[src/rtl/req_ack_tx_bridge.sv]
// Clocked valid/ready to four-phase bundled-data bridge feeding a req/ack micropipeline head.
// Latency: word accepted at E0 appears on data_out at E1, req_out rises at E(2+SETUP_CYC).
// Backpressure: in_ready drops when the FIFO is full; a stalled ack holds the FSM in REQ_HI/REQ_LO.
module req_ack_tx_bridge #(
  parameter int WIDTH     = 3,
  parameter int DEPTH     = 4,
  parameter int SETUP_CYC = 1
) (
  input  logic                       clk,
  input  logic                       rst_n,
  input  logic                       in_valid,
  output logic                       in_ready,
  input  logic [WIDTH-1:0]           in_data,
  output logic                       req_out,
  input  logic                       ack_in,
  output logic [WIDTH-1:0]           data_out,
  output logic [$clog2(DEPTH+1)-1:0] count,
  output logic                       busy,
  output logic                       proto_err
);

  localparam int AW = (DEPTH > 1) ? $clog2(DEPTH) : 1;
  localparam int CW = $clog2(DEPTH + 1);
  localparam logic [3:0] SETUP_LD = 4'(SETUP_CYC);

  typedef enum logic [1:0] {
    S_IDLE,
    S_SETUP,
    S_REQ_HI,
    S_REQ_LO
  } state_t;

  logic [WIDTH-1:0] r_mem [DEPTH];
  logic [AW-1:0]    r_wptr;
  logic [AW-1:0]    r_rptr;
  logic [CW-1:0]    r_count;
  logic             r_ack_s1;
  logic             r_ack_s;
  state_t           r_state;
  state_t           w_state_nxt;
  logic [3:0]       r_setup;
  logic [3:0]       w_setup_nxt;
  logic             r_req;
  logic             w_req_nxt;
  logic [WIDTH-1:0] r_data;
  logic             r_perr;
  logic             w_push;
  logic             w_pop;
  logic             w_empty;
  logic             w_full;

  assign w_empty   = (r_count == '0);
  assign w_full    = (r_count == CW'(DEPTH));
  assign w_push    = in_valid && !w_full;
  assign in_ready  = !w_full;
  assign count     = r_count;
  assign req_out   = r_req;
  assign data_out  = r_data;
  assign busy      = (r_state != S_IDLE);
  assign proto_err = r_perr;

  // FIFO storage: written on push only; contents are don't-care after reset since pointers clear.
  always_ff @(posedge clk) begin
    if (w_push) begin
      r_mem[r_wptr] <= in_data;
    end
  end

  // FIFO pointers and occupancy; pointers wrap naturally because DEPTH is a power of two.
  always_ff @(posedge clk or negedge rst_n) begin
    if (!rst_n) begin
      r_wptr  <= '0;
      r_rptr  <= '0;
      r_count <= '0;
    end else begin
      if (w_push) begin
        r_wptr <= r_wptr + AW'(1);
      end
      if (w_pop) begin
        r_rptr <= r_rptr + AW'(1);
      end
      case ({w_push, w_pop})
        2'b10:   r_count <= r_count + CW'(1);
        2'b01:   r_count <= r_count - CW'(1);
        default: r_count <= r_count;
      endcase
    end
  end

  // Two-flop synchroniser for the asynchronous acknowledge; only r_ack_s is used downstream.
  always_ff @(posedge clk or negedge rst_n) begin
    if (!rst_n) begin
      r_ack_s1 <= 1'b0;
      r_ack_s  <= 1'b0;
    end else begin
      r_ack_s1 <= ack_in;
      r_ack_s  <= r_ack_s1;
    end
  end

  // Sticky protocol error: an acknowledge while no request can be outstanding.
  always_ff @(posedge clk or negedge rst_n) begin
    if (!rst_n) begin
      r_perr <= 1'b0;
    end else if (r_ack_s && (r_state == S_IDLE || r_state == S_SETUP)) begin
      r_perr <= 1'b1;
    end
  end

  // Handshake FSM state, setup counter, request and bundled data registers.
  always_ff @(posedge clk or negedge rst_n) begin
    if (!rst_n) begin
      r_state <= S_IDLE;
      r_setup <= '0;
      r_req   <= 1'b0;
      r_data  <= '0;
    end else begin
      r_state <= w_state_nxt;
      r_setup <= w_setup_nxt;
      r_req   <= w_req_nxt;
      if (w_pop) begin
        r_data <= r_mem[r_rptr];
      end
    end
  end

  // Next-state logic: data is popped only in IDLE or on REQ_LO exit, so it is stable while req_out is high.
  always_comb begin
    w_state_nxt = r_state;
    w_setup_nxt = r_setup;
    w_req_nxt   = r_req;
    w_pop       = 1'b0;
    case (r_state)
      S_IDLE: begin
        if (!w_empty) begin
          w_pop       = 1'b1;
          w_setup_nxt = SETUP_LD;
          w_state_nxt = S_SETUP;
        end
      end
      S_SETUP: begin
        if (r_setup == 4'd0) begin
          w_req_nxt   = 1'b1;
          w_state_nxt = S_REQ_HI;
        end else begin
          w_setup_nxt = r_setup - 4'd1;
        end
      end
      S_REQ_HI: begin
        if (r_ack_s) begin
          w_req_nxt   = 1'b0;
          w_state_nxt = S_REQ_LO;
        end
      end
      S_REQ_LO: begin
        // Leaving only once ack_s is low guarantees req_out never rises against a high ack.
        if (!r_ack_s) begin
          if (!w_empty) begin
            w_pop       = 1'b1;
            w_setup_nxt = SETUP_LD;
            w_state_nxt = S_SETUP;
          end else begin
            w_state_nxt = S_IDLE;
          end
        end
      end
      default: begin
        w_state_nxt = S_IDLE;
      end
    endcase
  end

endmodule

[config.mk]
export PLATFORM = sky130hd
export DESIGN_NAME = req_ack_tx_bridge
export DESIGN_NICKNAME = d
export VERILOG_FILES = /design/src/rtl/req_ack_tx_bridge.sv
export SDC_FILE = /design/constraint.sdc
export NUM_CORES = 1
export LEC_CHECK = 0
export BUFFER_PORTS_ARGS = -buffer_cell sky130_fd_sc_hd__buf_4
export CAP_MARGIN = 5
export CORE_AREA = 8 8 68 70
export DETAILED_ROUTE_END_ITERATION = 7
export DIE_AREA = 0 0 76 78
export HOLD_SLACK_MARGIN = 0.15
export PLACE_DENSITY_LB_ADDON = 0.2
export SYNTH_ARGS = -nofsm -noshare
export SYNTH_HDL_FRONTEND = slang
export SYNTH_SLANG_ARGS = --single-unit
export TNS_END_PERCENT = 20
[constraint.sdc]
create_clock -name clk -period 2.2 [get_ports clk]
set_input_delay 0.44 -clock clk [delete_from_list [all_inputs] [get_ports clk]]
set_output_delay 0.44 -clock clk [all_outputs]
set_load 0.05 [all_outputs]
# Word level (Yosys, flattened, before mapping)

Memory sizes are Yosys's and may differ from the RTL's. A register that Yosys moved wholly into a read port is not among the register bits.
Index checks and enable logic that the tools add are counted.

Register bits: 17
RAM bits: 12
Memories kept: 1
Logic and storage cells: 60
Output and inout bits: 10
Input bits: 7

Equal/unequal tests: 11
Reduce and logical (&&, ||, !) cells: 15
Multiplexer cells: 19
Add/subtract/negate cells: 5

Memory list:

| name  | words | width | read ports | clocked after memory_dff | wr ports | RTL line | source |
|---|---|---|---|---|---|---|---|
| r_mem | 4     | 3     | 1          | 1                        | 1        | 33       | `logic [WIDTH-1:0] r_mem [DEPTH];` |

Operators by type and width:

| operator                                                               | number |
|---|---|
| 4-bit two-way mux                                                      | 3 |
| 4-bit case mux with 3 select lines                                     | 1 |
| 2-bit two-way mux                                                      | 4 |
| 2-bit != test (second input constant)                                  | 4 |
| 2-bit case mux with 4 select lines                                     | 1 |
| 1-bit two-way mux                                                      | 7 |
| 2-bit equality test (second input constant)                            | 3 |
| 3-bit case mux with 2 select lines                                     | 1 |
| 3-bit AND reduction                                                    | 2 |
| 2-bit nonzero test                                                     | 3 |
| 2-bit by 1-bit adder with 2-bit output (second input constant)         | 2 |
| 2-bit by 1-bit equality test with 1-bit output (second input constant) | 2 |
| 4-bit logical NOT                                                      | 1 |
| 1-bit case mux with 2 select lines                                     | 2 |
| 4-bit AND reduction                                                    | 1 |
| 4-bit by 1-bit subtractor with 4-bit output (second input constant)    | 1 |
| 3-bit by 1-bit adder with 3-bit output (second input constant)         | 1 |
| 3-bit equality test (second input constant)                            | 1 |
| 3-bit logical NOT                                                      | 1 |
| 3-bit nonzero test                                                     | 1 |
| 3-bit by 1-bit subtractor with 3-bit output (second input constant)    | 1 |
| 1-bit logical AND                                                      | 2 |
| 1-bit logical NOT                                                      | 2 |
| 2-bit logical NOT                                                      | 1 |
| 2 further kinds                                                        | 2 |

# Logic depth before layout (Yosys ltp)

Depth in word-level cells: 6
Mapped depth: 10
Depth with buffers taken out: 10

# Worst setup path after synthesis

OpenSTA, ideal clock, no wires.

Path type: reg-to-reg
Start: register r_count[2], in the netlist count[2]
End: register r_count[2], in the netlist count[2]
Data arrival time: 2412 ps
Cell stages (with the launch flop): 10
Setup time: 149 ps
Clock period less this slack: 2561 ps
Buffers on the path: 0
Slack: -361 ps
Cell sequence: dfrtp_1 -> or3b_4 -> and2_4 -> inv_1 -> ha_1 -> inv_1 -> fa_1 -> xor2_1 -> nor2_1 -> xor2_1

RTL lines:

| item                                                                                  | RTL line | source |
|---|---|---|
| start: declaration                                                                    | 36       | `logic [CW-1:0] r_count;` |
| start signal: assignment                                                              | 83       | `2'b10: r_count <= r_count + CW'(1);` |
| start signal: assignment                                                              | 84       | `2'b01: r_count <= r_count - CW'(1);` |
| start signal: assignment                                                              | 85       | `default: r_count <= r_count;` |
| 3-bit equality test *                                                                 | 53       | `assign w_full = (r_count == CW'(DEPTH));` |
| 1-bit logical NOT *                                                                   | n/a      |  |
| net in_ready                                                                          | 12       | `output logic in_ready,` |
| 1-bit logical AND *                                                                   | 54       | `assign w_push = in_valid && !w_full;` |
| 2-bit by 1-bit equality test with 1-bit output or 2-bit equality test (tied branches) | 82       | `case ({w_push, w_pop})` |
| 3-bit case mux with 2 select lines or 2-bit nonzero test (tied branches)              | n/a      |  |

The timed path passes the listed nets; every way through them passes the cells marked *.
A chain may end at the register's enable or synchronous reset.

# Worst setup path after layout

Start: register r_count[1], in the netlist count[1]
End: register r_count[2], in the netlist count[2]

Word-level cells in the longest chain between the ends: 6

RTL lines:

| item                                                                                  | RTL line | source |
|---|---|---|
| 3-bit logical NOT                                                                     | 52       | `assign w_empty = (r_count == '0);` |
| 1-bit two-way mux                                                                     | 135, 158 |  |
| 1-bit two-way mux                                                                     | 157      | `if (!r_ack_s) begin` |
| 1-bit case mux with 2 select lines                                                    | 133      | `case (r_state)` |
| 2-bit by 1-bit equality test with 1-bit output or 2-bit equality test (tied branches) | 82       |  |
| 3-bit case mux with 2 select lines or 2-bit nonzero test (tied branches)              | n/a      |  |

Several ways; a longest one is shown, not always the timed one.

==> results_dict.tcl <==
set metrics [dict create \
    muxShareOfSynthArea 0.09939 \
    worst_r2r_startpoint "count[1]" \
    number_of_nets_produced_by_synthesis 138 \
    outcome "finished clean" \
    chipWidth_um 76 \
    synth_sequential_area_ratio 0.5260 \
    slowest_stage "sky130_fd_sc_hd__or3b_4" \
    power.switching_uw 1376 \
    synth_fa_ha_area_frac 0.09633 \
    top_level_ports 17 \
    synth.area.top_cells "sky130_fd_sc_hd__dfrtp_1 31%, sky130_fd_sc_hd__edfxtp_1 22%, sky130_fd_sc_hd__ha_1 8.4%" \
    worst_r2r_endpoint "count[2]" \
    synth.distinct_cells 41 \
    antenna_left 0 \
    synth_compound_gate_area_share 0.09404 \
    number_of_global_route_vias_before_repair 1111 \
    totalPowerFinal_uw 3363 \
    chipHeight_um 78 \
    cts.clk_slew.worst_paths_ps 100 \
    grt.total_usage 0.1079 \
    tritoncts "yes" \
    routabilityCongestion 0.7377 \
    drt_drc_violations_left 0 \
    grt_max_degree 21 \
    transition_time_at_the_pin_with_the_least_slew_margin_ps 544.7 \
    routed_via_density 5.000 \
    ys_flop_type "sky130_fd_sc_hd__dfrtp_1" \
    crit_path_max_incr_delay_ps 430 \
    maxSlewHeadroom 0.6275 \
    insertion_delay_ps 330 \
    numCtsBuffers 5 \
    ys.warnings.count 0 \
    placement.io_buffers 16 \
    cts_sinks 32 \
    drt-initial-drc-count 43 \
    layout.nets 175 \
    syn_area_um2 1637 \
    synthDominantCellAreaShare 0.3058 \
    setup_ws_ps 96.22 \
    area_growth_pct 24.62 \
    synth.largest_area_cell "sky130_fd_sc_hd__dfrtp_1" \
    layout-drive-gt1-share 0.4268 \
    core.rowCount 22 \
    share_clk_of_total_power 0.129 \
    routed-via-count 1025 \
    timing.reg2reg.setup_slack_ps 100 \
    dp_slack_ps -6.379 \
    power.combinational.fraction 0.579 \
    clock-skew-final_ps 4.364 \
    hold_path_origin "ack_in" \
    clock_tree.root_cell "sky130_fd_sc_hd__clkbuf_4" \
    wirelength_um 3003 \
    cp_arrival_ps 2360 \
    max_freq_mhz 475.3 \
    critPathCapture "count[2]" \
    synth-xor-area-share 0.03211 \
    firstDrtPassIters 4 \
    core_um2 3551 \
    static-leakage-power_uw 0.0008890 \
    ctsLongestPathBuffers 2 \
    vdd.ir_drop.worst_mv 0.9389 \
    timing.final.crit_share 0.9563 \
    initial_antenna_violation_count 0 \
    hold-worst-slack_ps 207.6 \
    final_number_of_max_transition_violations 0 \
    r2r_cells 9 \
    finalSetupViolCount 0 \
    synth-seq-cells 32 \
    global_route_total_overflow 0 \
    synth_cells 119 \
    ys_async_sr_fraction 0.6250 \
    worst-endpoint-required_ps 2460 \
    switching_share 0.4092 \
    crit_fanout 6 \
    worst_setup_path_start_kind "flop" \
    final_hold_viol_count 0 \
    half_perimeter_wire_length_of_the_detailed_placement_result_um 2275 \
    avgRoutedWirePerCell_um 14.65 \
    period_needed_ps 2104 \
    syn_avg_cell_area_um2 13.75 \
    worst-setup-path-type "flop to flop" \
    critical_path.cell_chain "or3b_4 -> and2_4 -> inv_1 -> ha_2 -> inv_1 -> fa_2 -> xor2_1 -> nor2_1 -> xor2_1" \
    power_density_nw_per_um2 1649 \
    crit_start "count[1]" \
    cp-end-kind "flop" \
    p_int_uw 1987 \
    die_area_um2 5928 \
    main_combinational_cell_family_by_area_after_synthesis "simple AND/OR/NAND/NOR gates" \
    power.sequential.fraction 0.291 \
    clock_tree.htree_level_count 2 \
    timing.max_cap.violations 0 \
    number_of_enable_flip_flop_cells_after_synthesis 12 \
    yosys.area_share.simple 0.1047 \
    min_path_type "input pin to flop" \
    grt_first_pass_wirelength_um 5106 \
    initial_core_util 0.4609 \
    insertedDiodeCount 0 \
]
[synthesized netlist by cell type (2+ instances only)]
cell type and n:
sky130_fd_sc_hd__a221o_1 2, sky130_fd_sc_hd__and3_1 5, sky130_fd_sc_hd__dfrtp_1 20, sky130_fd_sc_hd__edfxtp_1 12, sky130_fd_sc_hd__ha_1 11, sky130_fd_sc_hd__inv_1 15, sky130_fd_sc_hd__mux2_2 4, sky130_fd_sc_hd__mux2_4 2
sky130_fd_sc_hd__mux2i_1 2, sky130_fd_sc_hd__mux4_2 3, sky130_fd_sc_hd__nand2_1 6, sky130_fd_sc_hd__nand4_1 2, sky130_fd_sc_hd__o21ai_0 2, sky130_fd_sc_hd__o221ai_1 2, sky130_fd_sc_hd__xnor2_1 3, sky130_fd_sc_hd__xor2_1 3
[repair_timing]
action,in CTS,in global routing
setup endpoints to repair,1,1
pin swaps,1,4
setup buffers,2,6
resized for setup,0,2
endpoints found under the hold margin,20,0
hold buffers,1,0
[layer usage]
layer  vias to the layer above  track usage  share of wire
met5                         -            0              0
met4                         0      0.06863          0.012
met3                         2      0.04263          0.045
met2                        21       0.1705           0.48
met1                       496       0.1195           0.47
li1                        506            -              -
[power groups by stage]
| stage | combinational (µW) | sequential, µW | clock (µW) |
|---|---|---|---|
| finish | 1950 | 980 | 435 |
| global route | 2120 | 1010 | 469 |
| CTS | 1870 | 983 | 453 |
| detailed placement | 1840 | 1000 | 0 |
| global placement | 1790 | 981 | 0 |
| floorplan | 1110 | 1240 | 0 |
[how the worst min path moves through the flow]
stage | endpoint | slack (ps) | depth (start not counted)
2_1_floorplan | count[0] | 140 | 0
3_3_place_gp | data_out[1] | 330 | 1
3_5_place_dp | data_out[2] | 330 | 1
4_1_cts | r_ack_s1 | 190 | 1
5_1_grt | r_ack_s1 | 190 | 1
6_report | r_ack_s1 | 210 | 1
[layout by cell type, fill, tap and decap left out, drive strengths merged, types with 2 or more instances in the layout]
cell type	n
buf	32
dfrtp	20
inv	14
edfxtp	12
ha	11
nand2	6
clkbuf	6
mux2	6
and3	5
xnor2	3
mux4	3
xor2	3
nand4	2
o221ai	2
o21ai	2
mux2i	2
a221o	2
nand2b	2
nor3	2
a211oi	2
or3b	2
a221oi	2
[layout make-up]
class	instances	area (µm²)
fillers	297	1511
flip-flops and latches	32	864.6
multi-input cells	69	728.2
repair buffers	33	250.2
inverters	15	60.06
well taps	48	60.06
clock buffers	6	41.29
clock inverters	2	35.03
[worst max-delay path: cells and delay by family, from the launching register on]
family                   cells  cell delay [ps]
XOR/XNOR                     2              300
adder cells (fa/ha/maj)      2              500
AND/OR/NAND/NOR              3              730
flip-flops                   1              410
buffers and inverters        2              100
[per-stage QoR]
step	TNS (ps)	cells	util	instance area (µm²)
3_5_place_dp	-6.379	188	0.5296	1881
6_report	0	205	0.5743	2039
4_1_cts	0	199	0.5581	1982
3_3_place_gp	0	188	0.5296	1881
5_1_grt	-19.00	205	0.5743	2039
2_1_floorplan	-383.0	119	-	1662
[registers in the layout, indices dropped and copies added (netlist names)]
name       count
count          3
data_out       3
proto_err      1
r_ack_s        1
r_ack_s1       1
r_mem         12
r_rptr         2
r_setup        4
r_state        2
r_wptr         2
req_out        1
[cell families (layout without fill, tap and decap cells)]
kind of cell,after synthesis,after routing
muxes,11,11
xor gates and xnor gates,6,6
adders and majority gates,12,12
AOI/OAI and AO/OA,15,15
and+or+nand+nor,25,25
DFF,32,32
buffers and inverters,18,56
Note: power is estimated with default switching activity, not from simulation.
